File: src/rtl/moving_avg.sv
// Boxcar (moving-average) filter over the last 2**LOG2_LEN strobed samples.
// The filter produces a running sum, an averaged sample, a one-cycle valid pulse
// for each sample accepted once the window is full, and a 'filled' level.
// Optional feature macro: MOVING_AVG_ROUND_EN
//   defined   -> avg = (sum + LEN/2) >> LOG2_LEN  (round half up)
//   undefined -> avg = sum >> LOG2_LEN            (truncate; no rounding adder)
`timescale 1ns/1ps

module moving_avg #(
    parameter int D_WIDTH  = 12,
    parameter int LOG2_LEN = 3
) (
    input  logic                        clk,
    input  logic                        rst,
    input  logic [D_WIDTH-1:0]          in,
    input  logic                        en,
    input  logic                        clr,
    output logic [D_WIDTH+LOG2_LEN-1:0] sum,
    output logic [D_WIDTH-1:0]          avg,
    output logic                        valid,
    output logic                        filled
);

    localparam int LEN = 1 << LOG2_LEN;
    localparam int S_W = D_WIDTH + LOG2_LEN;
    localparam int C_W = LOG2_LEN + 1;

    typedef enum logic {
        FILL = 1'b0,
        RUN  = 1'b1
    } state_t;

    state_t             state_q, state_d;
    logic [C_W-1:0]     count_q, count_d;
    logic [D_WIDTH-1:0] hist_q [LEN];
    logic [D_WIDTH-1:0] hist_d [LEN];
    logic [S_W-1:0]     sum_q, sum_d;
    logic [D_WIDTH-1:0] avg_q, avg_d;
    logic               valid_q, valid_d;
    logic               filled_q, filled_d;

`ifdef MOVING_AVG_ROUND_EN
    localparam logic [S_W-1:0] HALF = S_W'(LEN / 2);
    // The worst case LEN*(2**D_WIDTH-1) + LEN/2 stays below 2**S_W, so no carry is lost.
    logic [S_W-1:0] rnd_sum;
`endif

    // Next-state logic: flush, shift/accumulate on a strobe, or hold.
    always_comb begin
        // NOTE: every variable gets its hold value first so no path leaves it unassigned (no latch).
        state_d  = state_q;
        count_d  = count_q;
        hist_d   = hist_q;
        sum_d    = sum_q;
        avg_d    = avg_q;
        valid_d  = 1'b0;
        filled_d = filled_q;
`ifdef MOVING_AVG_ROUND_EN
        rnd_sum  = '0;
`endif

        if (clr) begin
            // Flush discards any sample offered in the same cycle.
            state_d  = FILL;
            count_d  = '0;
            sum_d    = '0;
            avg_d    = '0;
            filled_d = 1'b0;
            for (int k = 0; k < LEN; k++) begin
                hist_d[k] = '0;
            end
        end else if (en) begin
            hist_d[0] = in;
            for (int k = 1; k < LEN; k++) begin
                hist_d[k] = hist_q[k-1];
            end
            // Zeroed history makes the fill phase exact: the dropped sample is 0 until full.
            sum_d = sum_q + S_W'(in) - S_W'(hist_q[LEN-1]);
`ifdef MOVING_AVG_ROUND_EN
            rnd_sum = sum_d + HALF;
            avg_d   = rnd_sum[S_W-1:LOG2_LEN];
`else
            avg_d   = sum_d[S_W-1:LOG2_LEN];
`endif
            valid_d = (state_q == RUN) || (count_q == C_W'(LEN - 1));
            if (state_q == FILL) begin
                count_d = count_q + C_W'(1);
                if (count_q == C_W'(LEN - 1)) begin
                    state_d  = RUN;
                    filled_d = 1'b1;
                end
            end
        end
    end

    // State and datapath registers with synchronous active-high reset.
    always_ff @(posedge clk) begin
        // NOTE: sequential state uses non-blocking assignments so all registers update together.
        if (rst) begin
            state_q  <= FILL;
            count_q  <= '0;
            sum_q    <= '0;
            avg_q    <= '0;
            valid_q  <= 1'b0;
            filled_q <= 1'b0;
            // NOTE: the history must be cleared on reset because the sum relies on zeros shifting out.
            for (int k = 0; k < LEN; k++) begin
                hist_q[k] <= '0;
            end
        end else begin
            state_q  <= state_d;
            count_q  <= count_d;
            sum_q    <= sum_d;
            avg_q    <= avg_d;
            valid_q  <= valid_d;
            filled_q <= filled_d;
            for (int k = 0; k < LEN; k++) begin
                hist_q[k] <= hist_d[k];
            end
        end
    end

    assign sum    = sum_q;
    assign avg    = avg_q;
    assign valid  = valid_q;
    assign filled = filled_q;

endmodule
File: config.mk
export PLATFORM = sky130hd
export DESIGN_NAME = moving_avg
export DESIGN_NICKNAME = d
export VERILOG_FILES = /design/src/rtl/moving_avg.sv
export SDC_FILE = /design/constraint.sdc
export NUM_CORES = 1
export LEC_CHECK = 0
export CORE_MARGIN = 4
export CORE_UTILIZATION = 57
export CTS_BUF_LIST = sky130_fd_sc_hd__clkbuf_16
export DETAILED_ROUTE_END_ITERATION = 12
export GPL_ROUTABILITY_DRIVEN = 1
export PLACE_DENSITY = 0.77
export REMOVE_ABC_BUFFERS = 1
export SYNTH_ARGS = -nofsm -noshare
export SYNTH_HDL_FRONTEND = slang
export SYNTH_SLANG_ARGS = --single-unit
File: constraint.sdc
create_clock -name clk -period 3.6 [get_ports clk]
set_clock_uncertainty 0.05 [all_clocks]
set_input_delay 0.36 -clock clk [delete_from_list [all_inputs] [get_ports clk]]
set_output_delay 0.36 -clock clk [all_outputs]
set_load 0.01 [all_outputs]
==> summary.md <==
| Metric | Value |
|---|---|
| Layout cells sized above 1 | 0.0532 |
| Unique masters post-synth | 44 |
| Routability cong. | 0.870 |
| Synth Instances | 563 |
| Core Region | 0.00915 mm2 |
| Leak | 2.72 nW |
| Post-CTS sizing | 0 |
| RSZ-0062 raised after global routing | false |
| Routed wire length | 9.49 mm |
| Max Slew Vio Count | 0 |
| Post-synth EDFFs | 0 |
| Reg2Reg Depth | 10 |
| Port bufs | 44 |
| Number of global-route vias before repair | 3,720 |
| PwrDens | 539 mW/mm2 |
| Reg clk slew, reported paths | 50 ps |
| Die area | 0.0110 mm2 |
| Top cells by area, synth | dfxtp_1, mux2i_1, nor2_1, fa_1, ha_1 |
| CTS root buf | clkbuf_16 |
| Setup Crit Path Kind | primary input to flip-flop |
| Final setup violation count | 0 |
| Area growth syn-to-layout | 17.7% |
| Global route overflow | 0 |
| DIE HEIGHT | 105 um |
| Crit path top cell by count | inv_1 |
| # fillers | 709 |
| Post-synth top area share | 0.444 |
| Clk_lat worst skew | 400 ps |
| Worst setup margin | 610 ps |
| Count of hold-fix buffers inserted at cts | 0 |
| Buffer depth of the longest clock path | 2 |
| ANT nets after route | 0 |
| Number of DRC markers in iteration 0 | 216 |
| F_max | 334 MHz |
| Seq/Total Area, Yosys | 0.444 |
| Cell Rows | 35 |
| Asr flop ratio synth | 0 |
| Syn avg cell area | 9.46 um2 |
| Avg WL per Cell | 13.3 um |
| Crit-path max FO | 7 |
| Total Nets Final | 633 |
| YS warnings | 0 |
| DR vias/cell | 5.25 |
| Critical path's slowest cell | fa_1 |
| DPL Wire Length | 6.15 mm |
| Pre-antenna DRT Iters | 4 |
| Final hold vios | 0 |
| CTS tree | yes |
| Clk sinks | 118 |
| DRT met1 WL | 4.43 mm |
| # H-tree levels | 4 |
| Prevailing post-synth register cell | dfxtp_1 |
| N_diodes | 0 |
| Setup tns final | 0 ps |
| Status | completed |
| Largest net degree at the start of global routing | 67 |
| Largest stage delay, worst path | 530 ps |
| Final clock period utilization by the worst path | 0.831 |
| Period minus WS final | 2990 ps |
| Min-delay worst type | flip-flop to flip-flop |
| Max-cap violations | 0 |
| Multi-input gate area | 0.00256 mm2 |
| CTS buffer count | 17 |
| Synth area leader | dfxtp_1 |
| Global-route wire length before repair | 16.7 mm |
| Starting density of the core | 0.582 |
| DR WL met2 | 4.57 mm |
| Initial antenna violation count | 0 |
| Max IR drop VDD | 0.309 mV |
| Hold Crit Depth | 2 |
| CP Cell Sequence | clkdlybuf4s50_1 > inv_1 > fa_1 > inv_1 > ha_1 > a21oi_1 > nand2_1 > or2_2 > a2111oi_0 > or3_1 > o21ai_1 |
| Slew @ Worst Pin | 799 ps |
| Top layer in use | met4 |
| Total track usage | 0.184 |
| Worst EP required | 3840 ps |
| # IOs | 45 |
| Max-Slew Margin vs Limit | 0.468 |
| Flip-flop and latch area | 0.00236 mm2 |
| Crit start category | primary input |
| Fin Hold WS | 422 ps |
| Register bit total from synthesis | 118 |
| DIE WIDTH | 105 um |
| DRC errors left | 0 |
| Setup crit end kind | flip-flop |
| WL met3 | 351 um |
| Post-Place Setup Slack | 241 ps |
| Syn Std Cell Area | 0.00533 mm2 |
| Critical Path AT | 3230 ps |
| Post-CTS setup buffer count | 0 |
| Vias | 3,739 |
-- cells in the mapped netlist (3+ instances only) --
master and n:
a21o_1 3, buf_4 13, o21ai_0 3, nand3_1 5, clkbuf_1 14, buf_2 4, nor2b_1 3, nand4_1 6
ha_1 16, a31oi_1 3, buf_1 8, or3_1 3, xor2_1 6, nand2_1 15, inv_1 53, or4_1 3
xnor2_1 3, a311o_1 3, mux2i_1 104, fa_1 12, dfxtp_1 118, nor2_1 123, a21oi_1 13
-- cells by family (layout without fill, tap and decap cells) --
| logic type | Yosys count | count (layout) | share of synthesized area |
|---|---|---|---|
| xor+xnor | 9 | 9 | 0.0148 |
| fa+ha+maj | 28 | 28 | 0.0827 |
| buf+inv | 93 | 131 | 0.0757 |
| mux | 104 | 104 | 0.195 |
| simple gates | 168 | 168 | 0.132 |
| compound gates | 43 | 43 | 0.0557 |
| flops | 118 | 118 | 0.444 |
-- critical path: cells and delay by family --
kind | cells | cell delay [ps]
fa+ha+maj | 2 | 900
buf+inv | 3 | 620
compound gates | 3 | 740
simple gates | 3 | 610
-- where the power goes --
| group | switching (W) | internal [W] |
|---|---|---|
| combinational | 0.000267 | 0.000219 |
| clock | 0.000549 | 0.000992 |
| sequential | 0.0000219 | 0.00133 |
-- through the flow --
step / area (um2) / power [W] / cells / util
global route: 6270 / 0.00353 / 712 / 0.685
CTS: 6270 / 0.00340 / 712 / 0.685
global placement: 5720 / 0.00185 / 681 / 0.625
floorplan: 5120 / 0.00168 / 524 / -
detailed placement: 5720 / 0.00186 / 681 / 0.625
finish: 6270 / 0.00338 / 712 / 0.685
-- flip-flops by register name, indices dropped and copies added (netlist names) --
signal   cells
valid        1
filled       1
hist_q      96
sum         15
state_q      1
count_q      4
-- layout make-up --
cell class / count / area share
flip-flops and latches: 118 / 0.377
inverters: 54 / 0.0323
clock inverters: 14 / 0.0192
multi-input cells: 352 / 0.409
clock buffers: 17 / 0.0679
repair buffers: 46 / 0.0729
well taps: 111 / 0.0222
-- cell usage in the layout, fill, tap and decap left out, drive strengths merged, types with 12 or more instances in the layout --
master and n:
nor2 123, dfxtp 118, mux2i 104, inv 56
clkdlybuf4s50 43, clkbuf 17, ha 16, nand2 15
a21oi 13, fa 12
-- worst paths after layout --
check / start / to / slack [ps]
min: filled$_SDFFE_PP0P_ / filled$_SDFFE_PP0P_ / 420
min reg2reg: filled$_SDFFE_PP0P_ / filled$_SDFFE_PP0P_ / 420
max: in[5] / sum[14]$_SDFFE_PP0P_ / 610
max reg2reg: sum[5]$_SDFFE_PP0P_ / sum[14]$_SDFFE_PP0P_ / 720
-- layer usage --
layer,global-route usage,up-vias
met1,0.229,1736
met4,0.0712,0
met5,0,-
met2,0.305,77
met3,0.0506,15
li1,-,1911
Power figures use the tool's default switching activity.
==> patch, RTL diff (same flow settings) <==
Register the output `avg` once more; this adds one clock of latency there. The other outputs are not delayed to match.
--- a/src/rtl/moving_avg.sv
+++ b/src/rtl/moving_avg.sv
@@ -121,7 +121,9 @@
     end
 
     assign sum    = sum_q;
-    assign avg    = avg_q;
+    always_ff @(posedge clk) begin
+        avg <= avg_q;
+    end
     assign valid  = valid_q;
     assign filled = filled_q;
 
Check against the original RTL: not equivalent (Yosys sat finds a counterexample within 4 cycles, from zero or initial values).
==> patch against the unedited design <==
Synthesized cell count unchanged. Sequential share of layout area up 2.2 points. Worst setup slack worse by 0.053 ns. Combinational power up 1%. Total power up 4.9%. Non-clock buffer count unchanged. Routed wire length up 2.7%. Design area up 4.2%. Synthesized area up 2.8%. Register-to-register slack worse by 0.04 ns. Sequential cell count up 12. Critical endpoint unchanged. Highest routed layer unchanged.
==> patch: results (changes against the unedited design) <==
| Metric | Value |
|---|---|
| Status | finished clean |
| Commonest cells post-synth | dfxtp_1 (130), nor2_1 (123), mux2i_1 (104), inv_1 (53), ha_1 (16) |
| First-pass GRT wire length | 17.4 mm (+4.1%) |
| Clk_lat worst skew | 0.40 ns (about the same) |
| DP Cell Count | 711 (+4.4%) |
| # Post-CTS Setup Buffers | 0 (unchanged) |
| Estimated wirelength of the detail-placed design | 6.20 mm (+0.73%) |
| Share of synthesized cell area in full adder, half adder and majority cells | 8.04% (-0.23 points) |
| Fraction of the mapped netlist area in compound gates | 5.42% (-0.15 points) |
| All-layer global routing usage | 19.2% (+0.72 points) |
| CTS H-Tree Depth | 4 (unchanged) |
| # resized after CTS | 0 (unchanged) |
| Placed Area | 5990 um2 (+4.6%) |
| Post-synthesis mux area share | 19.0% (-0.54 points) |
| Largest net degree at the start of global routing | 70 (+4.5%) |
| Lkg Pwr | 2.82 nW (+3.3%) |
| # port buffers | 44 (unchanged) |
| Drt wl/cell | 13.1 um (-1.5%) |
| Root buf cell | clkbuf_16 |
| Synth Area in XOR/XNOR | 1.44% (-0.041 points) |
| Final-stage net count | 645 (+1.9%) |
| Hold_buf cts | 0 (unchanged) |
| Main area contributors after synthesis | dfxtp_1 (48%), mux2i_1 (19%), nor2_1 (8.4%) |
| Yosys Warn Count | 0 (unchanged) |
| Slew margin rel. | 35.5% (-11 points) |
| 1st-iter DRT viols | 183 (-15%) |
| Vias per std cell | 5.09 (-3.1%) |
| Worst Hold Class | reg -> reg |
| Vias in the first global route | 3866 (+3.9%) |
| Maximum vdd drop | 0.385 mV (+25%) |
| Asr flop ratio synth | 0% (unchanged) |
| Initial antenna violation count | 0 (unchanged) |
| Antenna diode count | 0 (unchanged) |
| Seq/Total Area, Yosys | 47.5% (+3.2 points) |
| CTS buffer count | 17 (unchanged) |
| Layout cells sized above 1 | 5.87% (+0.55 points) |
| Clock transition at path regs | roughly 0.06 ns |
| Critical Path Fanout Max | 3 (-4) |
| Yosys cell types | 44 (unchanged) |
| GP Congestion | 0.782 (-10%) |
| Clk buf depth | 2 (unchanged) |
| Finished Layout Cells | 742 (+4.2%) |
| WP data arrival | 3.27 ns (+0.04 ns) |
| Fillers | 724 (+2.1%) |
==> patch: cell types whose count changed after synthesis <==
cell      before  now
buf_1          8    9
buf_4         13    1
clkbuf_1      14   13
dfxtp_1      118  130
==> patch: logic make-up after synthesis <==
logic type | Yosys count
AND/OR/NAND/NOR | 168
flip-flops | 130
multiplexers | 104
buffers and inverters | 81
AO/OA/AOI/OAI | 43
adder cells (fa/ha/maj) | 28
XOR/XNOR | 9
==> patch: metrics by stage <==
stage               worst slack [ns]  hold WS (ns)
floorplan                      0.913         0.343
global placement               0.307         0.324
detailed placement             0.218         0.317
CTS                            0.628         0.334
global route                   0.403         0.344
finish                         0.557         0.328
==> patch: metal layers <==
metal	vias to the layer above	GRT usage, %	routed length [um]	part of all wire [%]
met5	-	0	0	0
met4	0	6.01	97	1.0
met3	9	6.38	369	3.8
met2	63	32.5	4770	49
met1	1758	23.1	4500	46
li1	1945	-	-	-
==> patch: layout make-up <==
cell class | count | area (um2) | share of cell area (%)
Sequential cell | 130 | 2600 | 39.9
Multi-Input combinational cell | 352 | 2560 | 39.2
Timing Repair Buffer | 46 | 457 | 7.00
Clock buffer | 17 | 425 | 6.52
Inverter | 54 | 203 | 3.10
Tap cell | 129 | 161 | 2.47
Clock inverter | 14 | 118 | 1.80
==> patch: path summary, 6_finish.rpt <==
check                             from      end  slack [ns]  cells past startpoint
worst max-delay path             in[1]  sum[14]        0.56                     10
worst min-delay path            sum[9]   avg[6]        0.33                      0
worst max register to register  sum[1]  sum[14]        0.68                      9
worst min register to register  sum[9]   avg[6]        0.33                      0
==> patch: critical path, stage by stage <==
cell and delay (ns):
clkdlybuf4s50_1 0.50, inv_1 0.07, fa_1 0.53, fa_1 0.48, nand2b_1 0.18, a21oi_1 0.17, o21ai_0 0.16, a2111oi_0 0.56
or3_1 0.19, o21ai_1 0.06
==> patch: where the power goes <==
group,internal [mW],leakage (nW),switching [mW]
registers,1.47,1.05,0.0247
clock network,0.940,0.260,0.614
logic,0.220,1.50,0.272
